===== src/rtl/thermo_bar_decoder_pkg.sv =====
// Shared code/level helpers and FSM state type for the thermometer bar decoder.
// Codes follow the 8-bit priority encoder's leading-ones format.
package thermo_bar_decoder_pkg;

  localparam logic [3:0] CODE_EMPTY = 4'b1111;
  localparam logic [3:0] CODE_FULL  = 4'b0000;
  localparam logic [3:0] LEVEL_MAX  = 4'd8;

  typedef enum logic [0:0] {
    ST_IDLE = 1'b0,
    ST_RAMP = 1'b1
  } state_e;

  // 4'b0001..4'b0111 have no encoder meaning.
  function automatic logic code_is_illegal(input logic [3:0] code);
    return (code != CODE_FULL) && !code[3];
  endfunction

  function automatic logic [3:0] code_to_level(input logic [3:0] code);
    return (code == CODE_FULL) ? LEVEL_MAX : 4'd15 - code;
  endfunction

  function automatic logic [3:0] level_to_code(input logic [3:0] level);
    return (level == LEVEL_MAX) ? CODE_FULL : 4'd15 - level;
  endfunction

endpackage


===== src/rtl/thermo_bar_if.sv =====
// Request/bar bundle between a code source (master) and the bar decoder (slave).
interface thermo_bar_if;
  logic [3:0] code_in;
  logic       code_valid;
  logic       code_ready;
  logic [7:0] bar;
  logic [3:0] level_code;
  logic       busy;
  logic       done;
  logic       err;

  modport master (
    output code_in, code_valid,
    input  code_ready, bar, level_code, busy, done, err
  );

  modport slave (
    input  code_in, code_valid,
    output code_ready, bar, level_code, busy, done, err
  );
endinterface


===== src/rtl/thermo_bar_decoder_level_to_bar.sv =====
// Combinational level (0..8) to left-justified 8-bit thermometer bar.
module thermo_level_to_bar (
  input  logic [3:0] level,
  output logic [7:0] bar
);
  always_comb begin
    bar = '0;
    for (int i = 0; i < 8; i++) begin
      bar[i] = (int'(level) + i >= 8);
    end
  end
endmodule


===== src/rtl/thermo_bar_decoder.sv =====
// Slew-limited thermometer bar driver: ramps one segment per STEP_CYCLES
// toward the level named by an encoder-format code.
module thermo_bar_decoder
  import thermo_bar_decoder_pkg::*;
#(
  parameter int STEP_CYCLES = 4
) (
  input  logic      clk,
  input  logic      reset,
  thermo_bar_if.slave bus
);

  localparam int                DIV_W      = $clog2(STEP_CYCLES + 1);
  localparam logic [DIV_W-1:0]  DIV_RELOAD = DIV_W'(STEP_CYCLES - 1);

  state_e           state_q, state_d;
  logic [3:0]       level_q, level_d;
  logic [3:0]       target_q, target_d;
  logic [DIV_W-1:0] div_q, div_d;
  logic [7:0]       bar_q, bar_d;
  logic [3:0]       code_q, code_d;
  logic             done_q, done_d;
  logic             err_q, err_d;
  logic             accept;
  logic [3:0]       req_level;

  assign bus.code_ready = (state_q == ST_IDLE) && !reset;
  assign accept         = bus.code_valid && bus.code_ready;
  assign req_level      = code_to_level(bus.code_in);

  always_comb begin
    state_d  = state_q;
    level_d  = level_q;
    target_d = target_q;
    div_d    = div_q;
    done_d   = 1'b0;
    err_d    = 1'b0;
    case (state_q)
      ST_IDLE: begin
        if (accept) begin
          if (code_is_illegal(bus.code_in)) begin
            err_d = 1'b1;
          end else if (req_level == level_q) begin
            done_d = 1'b1;
          end else begin
            target_d = req_level;
            div_d    = DIV_RELOAD;
            state_d  = ST_RAMP;
          end
        end
      end
      ST_RAMP: begin
        if (div_q != '0) begin
          div_d = div_q - 1'b1;
        end else begin
          level_d = (target_q > level_q) ? level_q + 4'd1 : level_q - 4'd1;
          div_d   = DIV_RELOAD;
          // Exit on the same edge the final segment lands.
          if (level_d == target_q) begin
            state_d = ST_IDLE;
            done_d  = 1'b1;
          end
        end
      end
      default: state_d = ST_IDLE;
    endcase
  end

  // Bar and code are derived from the next level so all three update together.
  thermo_level_to_bar u_level_to_bar (
    .level (level_d),
    .bar   (bar_d)
  );
  assign code_d = level_to_code(level_d);

  always_ff @(posedge clk) begin
    if (reset) begin
      state_q  <= ST_IDLE;
      level_q  <= '0;
      target_q <= '0;
      div_q    <= '0;
      bar_q    <= '0;
      code_q   <= CODE_EMPTY;
      done_q   <= 1'b0;
      err_q    <= 1'b0;
    end else begin
      state_q  <= state_d;
      level_q  <= level_d;
      target_q <= target_d;
      div_q    <= div_d;
      bar_q    <= bar_d;
      code_q   <= code_d;
      done_q   <= done_d;
      err_q    <= err_d;
    end
  end

  assign bus.bar        = bar_q;
  assign bus.level_code = code_q;
  assign bus.busy       = (state_q == ST_RAMP);
  assign bus.done       = done_q;
  assign bus.err        = err_q;

endmodule


===== src/flat_wrapper.sv =====
// flat-port wrapper written by rule: the top's interface ports become plain ports
module thermo_bar_decoder_flat import thermo_bar_decoder_pkg::*;
#(
  parameter int STEP_CYCLES = 4
)
  (clk, reset, bus_code_in, bus_code_valid, bus_code_ready, bus_bar, bus_level_code, bus_busy, bus_done, bus_err);
  thermo_bar_if bus_i ();
  input  logic clk;
  input  logic reset;
  input wire logic [$bits(bus_i.code_in)-1:0] bus_code_in;
  input wire logic [$bits(bus_i.code_valid)-1:0] bus_code_valid;
  output wire logic [$bits(bus_i.code_ready)-1:0] bus_code_ready;
  output wire logic [$bits(bus_i.bar)-1:0] bus_bar;
  output wire logic [$bits(bus_i.level_code)-1:0] bus_level_code;
  output wire logic [$bits(bus_i.busy)-1:0] bus_busy;
  output wire logic [$bits(bus_i.done)-1:0] bus_done;
  output wire logic [$bits(bus_i.err)-1:0] bus_err;
  assign bus_i.code_in = bus_code_in;
  assign bus_i.code_valid = bus_code_valid;
  assign bus_code_ready = bus_i.code_ready;
  assign bus_bar = bus_i.bar;
  assign bus_level_code = bus_i.level_code;
  assign bus_busy = bus_i.busy;
  assign bus_done = bus_i.done;
  assign bus_err = bus_i.err;
  thermo_bar_decoder #(.STEP_CYCLES(STEP_CYCLES)) u_core (.clk(clk), .reset(reset), .bus(bus_i));
endmodule

===== config.mk =====
export PLATFORM = sky130hd
export DESIGN_NAME = thermo_bar_decoder_flat
export DESIGN_NICKNAME = d
export VERILOG_FILES = /design/src/rtl/thermo_bar_decoder_pkg.sv /design/src/rtl/thermo_bar_if.sv /design/src/rtl/thermo_bar_decoder_level_to_bar.sv /design/src/rtl/thermo_bar_decoder.sv /design/src/flat_wrapper.sv
export SDC_FILE = /design/constraint.sdc
export NUM_CORES = 1
export LEC_CHECK = 0
export CORE_ASPECT_RATIO = 1.5
export CORE_MARGIN = 1
export CORE_UTILIZATION = 47
export CTS_CLUSTER_SIZE = 12
export DETAILED_ROUTE_END_ITERATION = 10
export PLACE_DENSITY_LB_ADDON = 0.08
export SYNTH_ARGS = -nofsm -noshare
export SYNTH_HDL_FRONTEND = slang
export SYNTH_HIERARCHICAL = 1
export SYNTH_SLANG_ARGS = --single-unit

===== constraint.sdc =====
create_clock -name clk -period 3.05 [get_ports clk]
set_input_delay 0.915 -clock clk [delete_from_list [all_inputs] [get_ports clk]]
set_output_delay 0.915 -clock clk [all_outputs]
set_load 0.05 [all_outputs]

==> results of run 1 <==
==> area by class of cell <==
| cell class | count | share of cell area |
|---|---|---|
| Clock buffer | 4 | 0.02965 |
| Inverter | 12 | 0.02561 |
| Multi-Input combinational cell | 105 | 0.4596 |
| Sequential cell | 26 | 0.2817 |
| Tap cell | 37 | 0.02493 |
| Timing Repair Buffer | 35 | 0.1786 |
==> what timing repair did <==
item,in CTS,in global routing
gates resized for setup,1,9
pin swaps,3,7
setup buffers,0,3
setup endpoints to repair,1,9
==> routing by layer <==
layer	track usage	vias up
li1	-	588
met5	0	-
met1	0.2435	586
met3	0.03125	15
met2	0.4479	53
met4	0.1434	0
==> registers in the layout, indices dropped and copies added, names as in the netlist <==
register,cells
u_core/level_q,4
u_core/target_q,4
u_core/bus.bar,8
u_core/bus.err,1
u_core/bus.busy,1
u_core/bus.level_code,4
u_core/div_q,3
u_core/bus.done,1
==> cell families (layout without fill, tap and decap cells) <==
family / Yosys count / in the layout / share of synthesized area
simple gates: 47 / 47 / 0.2011
compound gates: 39 / 39 / 0.2065
flops: 26 / 26 / 0.3734
buf+inv: 20 / 51 / 0.06193
fa+ha+maj: 9 / 9 / 0.08618
xor+xnor: 8 / 8 / 0.05566
mux: 2 / 2 / 0.01526
==> worst max-delay path by stage <==
stage	start	end	slack (ns)	cells after the start
floorplan	u_core/level_q[1]	u_core/bus.bar[7]	-0.08	15
global placement	u_core/level_q[3]	u_core/bus.bar[7]	0.09	14
detailed placement	u_core/level_q[1]	u_core/bus.bar[7]	-0.005	15
CTS	u_core/level_q[1]	u_core/bus.bar[7]	0.006	15
global route	u_core/level_q[1]	u_core/bus.bar[7]	-0.14	15
finish	u_core/level_q[1]	u_core/bus.bar[7]	-0.02	15
==> synth_stat cells (4+ instances only) <==
cell / instances
nor2b_1: 9
a21oi_1: 7
xnor2_1: 5
and2_1: 4
ha_1: 8
dfxtp_1: 26
nand2_1: 7
o21ai_0: 6
nor3_1: 4
nor2_1: 6
o211ai_1: 6
inv_1: 12
==> power by group through the flow <==
stage	clock network [mW]	logic, mW	registers [mW]
6_report	0.224	0.926	0.440
5_1_grt	0.242	0.993	0.448
4_1_cts	0.228	0.859	0.439
3_5_place_dp	0	0.854	0.447
3_3_place_gp	0	0.827	0.443
2_1_floorplan	0	0.429	0.629
==> stage by stage <==
step	power (mW)	hold WS, ns	setup TNS [ns]	util
after global placement	1.270	0.4952	0	0.6307
after detailed placement	1.301	0.5129	-0.004992	0.6307
after global routing	1.683	0.5518	-0.1785	0.6792
after floorplan	1.058	0.4742	-0.07716	-
after CTS	1.527	0.5268	0	0.6554
final	1.590	0.5290	-0.02298	0.6792
==> worst max-delay path, cell delays in order (launching register included) <==
cell,delay [ns]
dfxtp_2,0.36
inv_4,0.04
ha_4,0.24
nor2b_1,0.11
o211ai_1,0.11
a21oi_2,0.20
inv_2,0.07
ha_4,0.21
a21o_1,0.21
a21oi_2,0.21
xnor2_2,0.11
xnor2_2,0.16
mux2_4,0.28
or2_4,0.23
or3_1,0.29
nor2b_1,0.13
==> flow_metrics.tcl, run 1 <==
set metrics [dict create \
    outcome "finished with violations" \
    violations "negative setup slack" \
    synth.yosys.seq_area_share 0.3734 \
    final.setup.worst_slack_ns -0.02298 \
    r2r_slack_ns -0.02 \
    wl_met3_um 123 \
    synth_flop_cell "dfxtp_1" \
    fin_crit_ns 3.073 \
    die_h_um 68.70 \
    cellInternalPower_uw 933.7 \
    reg2reg_depth 15 \
    crit_type "reg -> reg" \
    cts_made_buffers 3 \
    wl_met2_um 1807 \
    period_share 1.008 \
    ioPinCount 23 \
    clk_latency_ns 0.27 \
    synth.distinct_cells 50 \
    required_ns 3.22 \
    min_path_type "reg -> reg" \
    syn_area_um2 1394 \
    reg2reg_from "u_core/level_q[1]" \
    crit_arrival_ns 3.24 \
    cts_hold_buf 0 \
    synth_edf_count 0 \
    final_max_slew_viol_count 0 \
    num_vias 1242 \
    place.gp.congestion 0.9345 \
    synth_top_area_share 0.3734 \
    post-place-ws_ns -0.004992 \
    cp_max_fo 3 \
    holdPathEnd "u_core/div_q[0]" \
    yosys_warnings 6 \
    hp-start "u_core/div_q[0]" \
    hold_viol_final 0 \
    antenna_found_initial 0 \
    drc 0 \
    clkPwrFrac 0.141 \
    finalWirelength_um 3331 \
    nets 199 \
    grt_max_degree 16 \
    initial_core_util 0.5098 \
    seqPwrFrac 0.277 \
    dieArea_um2 3192 \
    coreArea_um2 2734 \
    final_cell_mix "dfxtp_1 (24), clkdlybuf4s50_1 (21), buf_4 (12)" \
    hpwl_um 2433 \
    yosys.area.top_type "dfxtp_1" \
    grt-ovfl-total 0 \
    crit_path_end_kind "flop" \
    syn_to_final_growth_pct 33.21 \
    switching_share 0.4126 \
    grt_usage 0.2419 \
    first_pass_iters 4 \
    synthCells 151 \
    area.sequential_um2 523.0 \
    finalSetupViolCount 1 \
    wl_met1_um 1256 \
    rsz0062_at_grt "yes" \
    rr_endpoint "u_core/bus.bar[7]" \
    tightest_slew_ns 0.5980 \
    p_switching_uw 655.8 \
    synth_area_leaders "dfxtp_1 (37%), ha_1 (7.2%), nor2b_1 (4.0%), inv_1 (3.2%), o211ai_1 (3.2%)" \
    detail-route-antenna-nets 0 \
    ys_ff_latch 26 \
    cap_violations 0 \
    min_path_cells 2 \
    maxSlewHeadroom 0.5961 \
    diodes 0 \
    ys_async_sr_fraction 0 \
    fin_worst_skew_ns 0.001082 \
    grt_pass1_vias 1216 \
    nFillCells 225 \
    h-tree-depth 1 \
    grt_pass1_wl_um 5471 \
    p_comb_frac 0.582 \
    cts-root-buf "clkbuf_8" \
    cts_sinks 26 \
    rows 23 \
    fmax_ghz 0.3254 \
    top_layer "met4" \
    first_iter_violations 24 \
    dp.cells 212 \
    syn_avg_cell_area_um2 9.231 \
    finalNonFillerCells 219 \
    port_buffers 22 \
    multi_input_area_um2 853.3 \
    stdcell_area_um2 1857 \
    cp-start-kind "flop" \
    syn_nets 167 \
    drt-vias-per-instance 5.671 \
    power.leakage_nw 0.7455 \
    drive_gt1_frac 0.2308 \
    routedWlPerCell_um 15.21 \
    place_area_um2 1724 \
    layout_commonest_cell "dfxtp_1" \
    clkTransAtPathRegs_ns 0.09 \
    cts.path.max_buffers 2 \
    cts_tree "done" \
    die_w_um 46.47 \
    p_per_area_nw_per_um2 856.1 \
    peakVddDrop_v 0.0004194 \
]
(Power assumes the default switching activity.)
==> run 2, diff against run 1 <==
==> constraint.sdc (replaced) <==
create_clock -name clk -period 3.05 [get_ports clk]
set_input_delay 0.915 -clock clk [delete_from_list [all_inputs] [get_ports clk]]
set_output_delay 0.915 -clock clk [all_outputs]
set_load 0.005 [all_outputs]
==> run 2 against run 1 <==
  * The flow still finishes with violations (negative setup slack)
  * Sequential share of layout area rose by 0.42 points
  * Hold slack improved by 0.0043 ns
  * Clock power decreased by 15%
  * Core utilization is 1.0 points lower
  * Non-clock buffer count shrank 1
  * Maximum frequency is essentially flat
  * Clock-buffer cell count fell by 1
  * Global-route usage decreased by 2.4 points
  * Die area did not move
  * Via count shrank 5.5%
  * Routed wire length decreased by 9.5%
  * Largest cell class unchanged
==> flow_metrics.tcl, run 2 (synthesized netlist as in run 1, its figures left out) <==
set metrics [dict create \
    hpwl_um 2290 \
    crit_chain "inv_1 > ha_1 > and4_1 > a21oi_2 > inv_2 > ha_4 > a21o_1 > a21oi_2 > xnor2_2 > xnor2_2 > mux2_4 > or2_4 > or3_1 > nor2b_4" \
    grt_pass1_wl_um 4974 \
    detail-route-antenna-nets 0 \
    routedWlPerCell_um 13.90 \
    dp.cells 213 \
    cts-root-buf "clkbuf_8" \
    reg2reg_from "u_core/level_q[2]" \
    grt_pass1_vias 1195 \
    outcome "finished with violations" \
    clkTransAtPathRegs_ns 0.08 \
    final.setup.worst_slack_ns -0.02582 \
    peakVddDrop_v 0.0004406 \
    r2r_slack_ns -0.03 \
    required_ns 3.22 \
    finalNonFillerCells 217 \
    largest_reg_flops 8 \
    dieArea_um2 3192 \
    reg2reg_depth 14 \
    crit_path_end_kind "flop" \
    port_buffers 22 \
    crit_family "simple AND/OR/NAND/NOR gates" \
    first_iter_violations 18 \
    tightest_slew_ns 0.6675 \
    hp-start "u_core/target_q[0]" \
    slowest_delay_ns 0.36 \
    nFillCells 229 \
    fin_crit_ns 3.076 \
    crit_path_top_delay_cell "dfxtp_1" \
    place.gp.congestion 0.9137 \
    ioPinCount 23 \
    cts.path.max_buffers 2 \
    syn_to_final_growth_pct 31.24 \
    drt-vias-per-instance 5.410 \
    holdPathEnd "u_core/target_q[0]" \
    clk_latency_ns 0.27 \
    cts_tree "done" \
    cap_violations 0 \
    period_share 1.008 \
    coreArea_um2 2734 \
    final_cell_mix "dfxtp_1 (24), clkdlybuf4s50_1 (22), buf_4 (12)" \
    fmax_ghz 0.3251 \
    stdcell_area_um2 1829 \
    cts_made_buffers 3 \
    num_vias 1174 \
    rows 23 \
    grt_max_degree 16 \
    power.leakage_nw 0.7285 \
    first_pass_iters 7 \
    place_area_um2 1722 \
    fin_worst_skew_ns 0.002935 \
    h-tree-depth 1 \
    finalWirelength_um 3016 \
    crit_arrival_ns 3.25 \
    maxSlewHeadroom 0.5503 \
    crit_type "reg -> reg" \
    finalSetupViolCount 1 \
    grt_usage 0.2176 \
    grt-ovfl-total 0 \
    cp-start-kind "flop" \
    final_max_slew_viol_count 0 \
    cts_sinks 26 \
    p_per_area_nw_per_um2 757.7 \
    rsz0062_at_grt "yes" \
    path_buf_inv 2 \
    rr_endpoint "u_core/bus.bar[7]" \
    nets 198 \
    min_path_type "reg -> reg" \
    initial_core_util 0.5098 \
    layout_commonest_cell "dfxtp_1" \
    die_h_um 68.70 \
    min_path_cells 2 \
    cp_max_fo 3 \
    drc 0 \
    antenna_found_initial 0 \
    hold_viol_final 0 \
    violations "negative setup slack" \
    drive_gt1_frac 0.2167 \
    diodes 0 \
    die_w_um 46.47 \
]
-- run 2: worst register-to-register path, delay by kind of cell, from the launching register on --
kind / cells / cell delay [ns]
AO/OA/AOI/OAI: 3 / 0.52
XOR/XNOR: 2 / 0.25
adder cells (fa/ha/maj): 2 / 0.53
buffers and inverters: 2 / 0.14
flip-flops: 1 / 0.36
multiplexers: 1 / 0.27
AND/OR/NAND/NOR: 4 / 0.90
-- run 2: worst max-delay path by stage --
stage                                 start                 to  slack (ns)  cells after the start
after global placement                reset     bus_code_ready        0.10                      3
after CTS                 u_core/level_q[3]  u_core/bus.bar[7]       0.005                     14
after detailed placement  u_core/level_q[1]  u_core/bus.bar[7]        0.01                     15
final                     u_core/level_q[2]  u_core/bus.bar[7]       -0.03                     14
after floorplan           u_core/level_q[1]  u_core/bus.bar[7]       -0.08                     15
after global routing      u_core/level_q[1]  u_core/bus.bar[7]       -0.14                     15
-- run 2: stage by stage --
stage                 util  hold WS (ns)  worst slack, ns   TNS, ns  total power, mW
floorplan                -        0.4742         -0.07716  -0.07716           0.8763
global placement    0.6297        0.5022           0.1038         0            1.115
detailed placement  0.6297        0.5293          0.01164         0            1.137
CTS                 0.6449        0.5411         0.004658         0            1.328
global route        0.6691        0.6008          -0.1386   -0.1955            1.487
finish              0.6691        0.5333         -0.02582  -0.02582            1.386
-- run 2: layout make-up --
cell class                 instances  area [um2]  share of cell area
multi-input combinational        105       863.3              0.4720
timing repair buffer              34       310.3              0.1696
tap                               37       46.29             0.02531
clock buffer                       3       41.29             0.02257
sequential                        26       523.0              0.2859
inverter                          12       45.04             0.02462
-- run 2: routing by layer --
| layer | part of all wire | vias to the layer above | track usage |
|---|---|---|---|
| met5 | 0 | - | 0 |
| met2 | 0.54 | 30 | 0.3976 |
| li1 | - | 587 | - |
| met1 | 0.39 | 547 | 0.2110 |
| met3 | 0.032 | 10 | 0.03906 |
| met4 | 0.037 | 0 | 0.1434 |
-- run 2: repair_timing --
| action | CTS | global route |
|---|---|---|
| gates resized for setup | 0 | 8 |
| endpoints found under the hold margin | 0 | 0 |
| setup buffers | 0 | 1 |
| hold buffers | 0 | 0 |
| endpoints found under the setup margin | 0 | 3 |
-- run 2: power breakdown --
part / internal, mW / total, mW / switching (mW)
Clock: 0.0885 / 0.190 / 0.101
Sequential: 0.409 / 0.437 / 0.0281
Combinational: 0.424 / 0.759 / 0.335
Total: 0.922 / 1.39 / 0.464
==> run 3, diff against run 2 <==
--- a/config.mk
+++ b/config.mk
@@ -5,6 +5,7 @@
 export SDC_FILE = /design/constraint.sdc
 export NUM_CORES = 1
 export LEC_CHECK = 0
+export ABC_AREA = 0
 export CORE_ASPECT_RATIO = 1.5
 export CORE_MARGIN = 1
 export CORE_UTILIZATION = 47
==> constraint.sdc (replaced) <==
create_clock -name clk -period 3.05 [get_ports clk]
set_input_delay 0.915 -clock clk [delete_from_list [all_inputs] [get_ports clk]]
set_output_delay 0.915 -clock clk [all_outputs]
set_load 0.02 [all_outputs]
==> run 3 against run 2 <==
  * The flow now finishes without violations
  * Die area unchanged
  * Total power increased by 8.4%
  * Maximum frequency increased by 1.8%
  * Largest power group unchanged
==> flow_metrics.tcl, run 3 (synthesized netlist as in run 1, its figures left out) <==
set metrics [dict create \
    die_w_um 46.47 \
    routedWlPerCell_um 14.43 \
    power.leakage_nw 0.7528 \
    layout_commonest_cell "dfxtp_1" \
    period_share 0.9908 \
    finalWirelength_um 3190 \
    dieArea_um2 3192 \
    first_pass_iters 4 \
    crit_arrival_ns 3.18 \
    cts_hold_buf 0 \
    grt-ovfl-total 0 \
    cts.path.max_buffers 2 \
    detail-route-antenna-nets 0 \
    outcome "finished clean" \
    cap_violations 0 \
    hpwl_um 2213 \
    cts_tree "done" \
    min_path_type "reg -> reg" \
    clkPwrFrac 0.147 \
    crit_type "reg -> reg" \
    grt_max_degree 16 \
    crit_path_end_kind "flop" \
    fin_crit_ns 3.022 \
    cts-root-buf "clkbuf_8" \
    clk_latency_ns 0.26 \
    rsz0062_at_grt "yes" \
    initial_core_util 0.5098 \
    p_comb_frac 0.561 \
    final.setup.worst_slack_ns 0.02796 \
    grt_usage 0.2086 \
    fin_worst_skew_ns 0.001458 \
    seqPwrFrac 0.292 \
    p_total_mw 1.503 \
    final_cell_mix "dfxtp_1 (25), clkdlybuf4s50_1 (22), buf_4 (15)" \
    post-place-ws_ns -0.004079 \
    cellInternalPower_uw 965.5 \
    drive_gt1_frac 0.2391 \
    drt-vias-per-instance 5.511 \
    hold_viol_final 0 \
    tightest_slew_ns 0.5502 \
    p_per_area_nw_per_um2 806.3 \
    final_max_slew_viol_count 0 \
    ioPinCount 23 \
    antenna_found_initial 0 \
    first_iter_violations 27 \
    cts_sinks 26 \
    peakVddDrop_v 0.0004467 \
    rows 23 \
    cp-start-kind "flop" \
    required_ns 3.21 \
    syn_to_final_growth_pct 33.75 \
    switching_share 0.3577 \
    coreArea_um2 2734 \
    num_vias 1218 \
    place.gp.congestion 0.8309 \
    diodes 0 \
    p_switching_uw 537.7 \
    cts_made_buffers 3 \
    cp_max_fo 3 \
    grt_pass1_vias 1179 \
    nets 201 \
    port_buffers 22 \
    maxSlewHeadroom 0.6284 \
    fmax_ghz 0.3309 \
    grt_pass1_wl_um 4878 \
    h-tree-depth 1 \
    die_h_um 68.70 \
    largest_reg_flops 8 \
    clkTransAtPathRegs_ns 0.09 \
    drc 0 \
    finalSetupViolCount 0 \
    fin_hold_ws_ns 0.5284 \
]
run 3: cell count changes in the layout (fill, tap and decap cells not counted), sizes merged:
cell / before / now
buf: 12 / 15
clkbuf: 3 / 4
run 3: final cells by class:
| class | instances | area [um2] |
|---|---|---|
| repair buffers | 37 | 332.8 |
| well taps | 37 | 46.29 |
| multi-input cells | 105 | 860.8 |
| inverters | 12 | 47.55 |
| fillers | 218 | 869.6 |
| flip-flops and latches | 26 | 521.8 |
| clock buffers | 4 | 55.05 |
run 3: through the flow:
step           instance area, um2  cells    util    TNS, ns
2_1_floorplan                1414    151       -   -0.07716
3_3_place_gp                 1729    214  0.6325          0
3_5_place_dp                 1729    214  0.6325  -0.004079
4_1_cts                      1792    219  0.6554          0
5_1_grt                      1864    221  0.6819    -0.2051
6_report                     1864    221  0.6819          0
run 3: path summary, 6_finish.rpt:
| check | slack, ns | end | from | cells past startpoint |
|---|---|---|---|---|
| max | 0.03 | u_core/bus.bar[7] | u_core/level_q[1] | 15 |
| min | 0.53 | u_core/div_q[0] | u_core/div_q[0] | 2 |
| max reg2reg | 0.03 | u_core/bus.bar[7] | u_core/level_q[1] | 15 |
| min reg2reg | 0.53 | u_core/div_q[0] | u_core/div_q[0] | 2 |
run 3: per-layer routing:
metal  global-route usage  up-vias  share of wire
met2               0.4236       41           0.58
li1                     -      596              -
met3              0.02344        4          0.042
met5                    0        -              0
met1               0.2061      577           0.37
met4              0.05882        0          0.011
run 3: power by group through the flow:
stage,clock (mW),combinational (mW),sequential (mW)
4_1_cts,0.227,0.762,0.438
5_1_grt,0.240,0.923,0.449
3_5_place_dp,0,0.749,0.446
2_1_floorplan,0,0.426,0.511
3_3_place_gp,0,0.727,0.443
6_report,0.220,0.843,0.440
run 3: worst max-delay path: stages (launching register included):
cell	delay [ns]
dfxtp_2	0.37
inv_4	0.04
ha_4	0.25
nor2b_4	0.15
o211ai_1	0.12
a21oi_2	0.20
inv_2	0.08
ha_4	0.21
a21o_1	0.18
a21oi_2	0.16
xnor2_2	0.10
xnor2_2	0.14
mux2_4	0.27
or2_4	0.24
or3_1	0.29
nor2b_1	0.12
run 3: what timing repair did:
item | in CTS | in global routing
pin swaps | 3 | 6
setup buffers | 1 | 2
endpoints found under the setup margin | 1 | 8
resized for setup | 0 | 12
endpoints found under the hold margin | 0 | 0
==> variant 1 (config.mk and constraints of run 3) <==
`STEP_CYCLES` is set to 4 in 2 places; all go to 8.
--- a/src/rtl/thermo_bar_decoder.sv
+++ b/src/rtl/thermo_bar_decoder.sv
@@ -4,5 +4,5 @@
   import thermo_bar_decoder_pkg::*;
 #(
-  parameter int STEP_CYCLES = 4
+  parameter int STEP_CYCLES = 8
 ) (
   input  logic      clk,
--- a/src/flat_wrapper.sv
+++ b/src/flat_wrapper.sv
@@ -2,5 +2,5 @@
 module thermo_bar_decoder_flat import thermo_bar_decoder_pkg::*;
 #(
-  parameter int STEP_CYCLES = 4
+  parameter int STEP_CYCLES = 8
 )
   (clk, reset, bus_code_in, bus_code_valid, bus_code_ready, bus_bar, bus_level_code, bus_busy, bus_done, bus_err);
Function: changed (a bounded check fails within 10 cycles, from zero or initial values and one cycle with reset high).
==> variant 1 against run 3 <==
- critical path type unchanged
- setup slack better by 0.068 ns
- synthesized area up 0.27%
- wire length down 8.8%
- sequential share of layout area increased by 2.8 points
- maximum frequency grew 2.3%
- total power decreased by 16%
- sequential cell count up 1
- critical endpoint unchanged
- final area down 4.6%
==> variant 1: results (changes against run 3) <==
Route:
- The met1 wire length is 1260 µm (+7.1%).
- The final wirelength is 2910 µm (-8.8%).
- The number of design-rule violations left by the first detailed-router iteration is 37 (+37%).
- The via count came to 1193 (-2.1%).
- The met2 wire length is 1550 µm (-16%).

Final layout:
- The share of final-layout standard cells stronger than drive strength 1 was 16.1% (-7.8 points).
- The number of fill cells was 233 (+6.9%).
- The inverter count of the layout excluding clock inverters came to 10 (-2).
- The number of non-clock buffers in the layout was 33 (-11%).
- The fraction of area in clock buffers and inverters was 2.74% (-0.21 points).
- The number of standard cells in the layout, taps in and fillers out is 223 (+0.90%).
- The final net count is 202 (+0.50%).
- The area overhead of the layout relative to synthesis is 27.2%.
- The layout multi-input combinational cell count came to 112 (+6.7%).
- The multi-input logic area was 797 µm² (-7.4%).
- The final cell utilization of the core is 65.0% (-3.2 points).

Yosys:
- The multiplexer area fraction after synthesis was 1.61% (+0.085 points).
- The arithmetic-cell share of the synthesized area counting full adders, half adders and majority gates is 7.70% (-0.92 points).
- The number of nets produced by synthesis is 171 (+2.4%).
- The largest family of logic cells by synthesized area is simple AND/OR/NAND/NOR gates.
- The number of distinct standard cells referenced by the synthesized netlist is 46 (-8.0%).
- Sorting the synthesized cells by how often they occur yields dfxtp_1 (27), inv_1 (10), nor2_1 (10), nor2b_1 (9), nand2_1 (8).
- The fraction of synthesized cell area in xor and xnor cells came to 5.01% (-0.55 points).
- The synthesized area divided by synthesized cell count is 8.96 µm² (-2.9%).
- The sequential element share of the synthesized area is 38.7% (+1.3 points).
- The fraction of synthesized cell area taken by the top area cell type was 38.7% (+1.3 points).

Global route:
- The met3 usage came to 2.60% (+0.26 points).
- The total track usage is 20.5% (-0.33 points).
- The met2 usage in global routing is 35.9% (-6.4 points).
- The routing usage on met1 was 23.3% (+2.7 points).

Min path:
- The source of the worst hold timing path is u_core/target_q[0].

Clock network:
- The count of instances resized after the clock tree is built is 1 (+1).
- The clock sink count was 27 (+3.8%).
- The buffers inserted during post-CTS setup optimization is 0 (-1).

Power and ir drop:
- The static leakage power came to 0.707 nW (-6.1%).
- The power per cell area is 706 nW/µm² (-12%).

Place:
- The placed instance count is 219 (+2.3%).
- The placement-stage cell area is 1720 µm² (-0.72%).
- The pre-CTS setup slack came to -0.0227 ns (-0.0186 ns).

Critical path:
- The stage delay of the slowest cell on the critical path is 0.35 ns (-0.02 ns).

Outcome:
- The run finished with clean final reports.
## variant 1: cell count changes in the layout (fill, tap and decap cells not counted), sizes merged, moves of 2 or more
cell           run 3  this run
inv               12        10
nand3              1         6
a211oi             2         4
nor3b              0         3
o211ai             6         1
or2b               2         0
buf               15        11
nor2               6        10
## variant 1: final timing paths
check	slack (ns)	to	cells after the start
worst max-delay path	0.1	u_core/bus.bar[7]	15
worst min-delay path	0.47	u_core/target_q[0]	2
worst max register to register	0.1	u_core/bus.bar[7]	15
worst min register to register	0.47	u_core/target_q[0]	2
## variant 1: power by group
part	total, mW	internal [mW]	switching, mW
clock network	0.198	0.0924	0.106
registers	0.442	0.413	0.0287
logic	0.615	0.310	0.305
## variant 1: tightest hold or removal path, delay by kind of cell (launching register included)
kind | cells | cell delay (ns)
flops | 1 | 0.32
simple gates | 1 | 0.06
compound gates | 1 | 0.06
==> variant 2 (flow settings as in run 3) <==
Without the edit above. Reset style: asynchronous (`reset`), changed in one clocked block.
--- a/src/rtl/thermo_bar_decoder.sv
+++ b/src/rtl/thermo_bar_decoder.sv
@@ -74,5 +74,5 @@
   assign code_d = level_to_code(level_d);
 
-  always_ff @(posedge clk) begin
+  always_ff @(posedge clk or posedge reset) begin
     if (reset) begin
       state_q  <= ST_IDLE;
Formal check against the unedited RTL: differs if reset is asserted again (counterexample within 4 cycles, from zero or initial values and one cycle with reset high); with reset held inactive, the same outputs for 10 cycles.
==> variant 2 against run 3 <==
- the flow now finishes with violations (negative setup slack)
- highest routed layer unchanged
- setup slack got worse by 0.035 ns
- sequential cell count stayed put
- wire length grew 1.2%
- synthesized cell count fell by 11%
- synthesized area increased by 0.63%
- final area is 0.54% higher
Power is not compared: it rests on default switching activity, and its combinational part moved more than twofold at a synthesized area within 25%.
==> variant 2: results (changes against run 3) <==
Timing:
- The worst clock skew was 0.00190 ns (+0.000445 ns).
- The post-route worst setup slack was -0.00693 ns (-0.0349 ns).
- The final-report setup violation count was 1 (+1).
- The actual slew at the worst max-slew pin came to 0.422 ns (-0.128 ns).

Outcome:
- The run finished, with violations left.
- The checks that failed: negative setup slack.

Route:
- The per-cell via count in the routed design was 5.33 (-3.3%).
- The met2 wire length is 1770 µm (-4.2%).
- The met1 wire length is 1270 µm (+8.1%).
- The amount of wire on met3 after detailed routing is 137 µm (+3.0%).
- The number of design-rule violations left by the first detailed-router iteration is 49 (+81%).

Place:
- The final weighted congestion in routability-driven placement came to 0.830 (about the same).
- The HPWL after detailed placement is 2220 µm (+0.52%).
- The placement-stage cell area is 1770 µm² (+2.2%).

Critical path:
- The arrival time reported for the critical path endpoint is 3.21 ns (+0.03 ns).
- The cell at the slowest stage of the critical path is dfrtp_1.
- The stage delay of the slowest cell on the critical path is 0.43 ns (+0.06 ns).

Yosys:
- In the synthesized netlist, the cells that appear most often are dfrtp_1 (22), inv_1 (12), nand2_1 (12), nor2_1 (10), ha_1 (8).
- The fraction of synthesis flops using an asynchronous set or reset pin came to 100% (+100 points).
- The sequential element share of the synthesized area is 46.7% (+9.4 points).
- By area the synthesized netlist is led by dfrtp_1 (39%), dfstp_2 (7.5%), ha_1 (7.1%).
- The number of distinct standard cells referenced by the synthesized netlist is 45 (-10%).
- The number of nets produced by synthesis was 150 (-10%).

Global route:
- The total track usage came to 21.4% (+0.56 points).
- The number of global-route vias before repair is 1132 (-4.0%).
- The global-route wire length before repair is 4820 µm (-1.1%).

Final layout:
- The share of final-layout standard cells stronger than drive strength 1 was 26.7% (+2.8 points).
- The final net count is 193 (-4.0%).
- The number of fill cells is 221 (+1.4%).
- The final cell utilization of the core is 67.8% (-0.35 points).

Power and ir drop:
- The analysis attributes to net switching a power of 1.09 mW.
## variant 2: cell types whose count changed after synthesis, moves of 5 or more
cell	run 3	this run
a21oi_1	7	1
dfrtp_1	0	22
dfxtp_1	26	0
nand2_1	7	12
nor2b_1	9	1
o211ai_1	6	1
## variant 2: path summary, 6_finish.rpt
kind / start / end / depth (start not counted) / slack (ns)
setup / recovery: u_core/target_q[1] / u_core/bus.bar[7] / 14 / -0.007
hold / removal: u_core/target_q[0] / u_core/target_q[0] / 2 / 0.51
setup reg to reg: u_core/target_q[1] / u_core/bus.bar[7] / 14 / -0.007
hold reg to reg: u_core/target_q[0] / u_core/target_q[0] / 2 / 0.51
max in group asynchronous: reset / u_core/bus.level_code[3] / 3 / 1.74
min in group asynchronous: reset / u_core/div_q[0] / 3 / 1.01
## variant 2: kinds of logic (layout without fill, tap and decap cells)
logic type,Yosys count,in the layout,share of synthesized area [%]
AOI/OAI and AO/OA,28,28,15.1
and+or+nand+nor,45,45,17.4
buffers and inverters,16,58,5.35
muxes,1,1,0.714
DFF,26,26,46.7
xor gates and xnor gates,9,9,6.16
adders and majority gates,9,9,8.56
## variant 2: cell type report
type,count,share of cell area [%]
tap,37,2.47
multi-input combinational,92,37.3
clock buffer,4,2.94
timing repair buffer,42,19.9
inverter,12,2.40
sequential,26,35.0
## variant 2: what timing repair did
action	in CTS	in global routing
resized for setup	1	5
pin swaps	1	8
setup endpoints to repair	1	4
endpoints found under the hold margin	0	0
cloned	0	0
setup buffers	1	2
## variant 2: power groups by stage
stage	combinational (mW)	clock [mW]	sequential [mW]
floorplan	0.957	0	0.704
global placement	1.58	0	0.588
detailed placement	1.62	0	0.594
CTS	1.66	0.228	0.588
global route	1.91	0.245	0.605
finish	1.77	0.222	0.591
## variant 2: through the flow
stage | instances | total power, mW | hold slack, ns | setup TNS, ns
finish | 213 | 2.58 | 0.514 | -0.00693
global route | 213 | 2.76 | 0.554 | -0.187
CTS | 211 | 2.48 | 0.517 | 0
detailed placement | 206 | 2.21 | 0.497 | 0
global placement | 206 | 2.16 | 0.467 | 0
floorplan | 134 | 1.66 | 0.447 | -0.0498
## variant 2: layer usage
metal | global-route usage (%) | vias up
met2 | 38.2 | 28
met4 | 10.7 | 0
met3 | 3.39 | 6
met5 | 0 | -
met1 | 23.5 | 554
li1 | - | 547
## variant 2: critical path, delay by kind of cell, from the launching register on
kind,cells,cell delay [ns]
AO/OA/AOI/OAI,5,0.82
AND/OR/NAND/NOR,3,0.68
adder cells (fa/ha/maj),2,0.56
flip-flops,1,0.43
XOR/XNOR,2,0.31
buffers and inverters,2,0.11
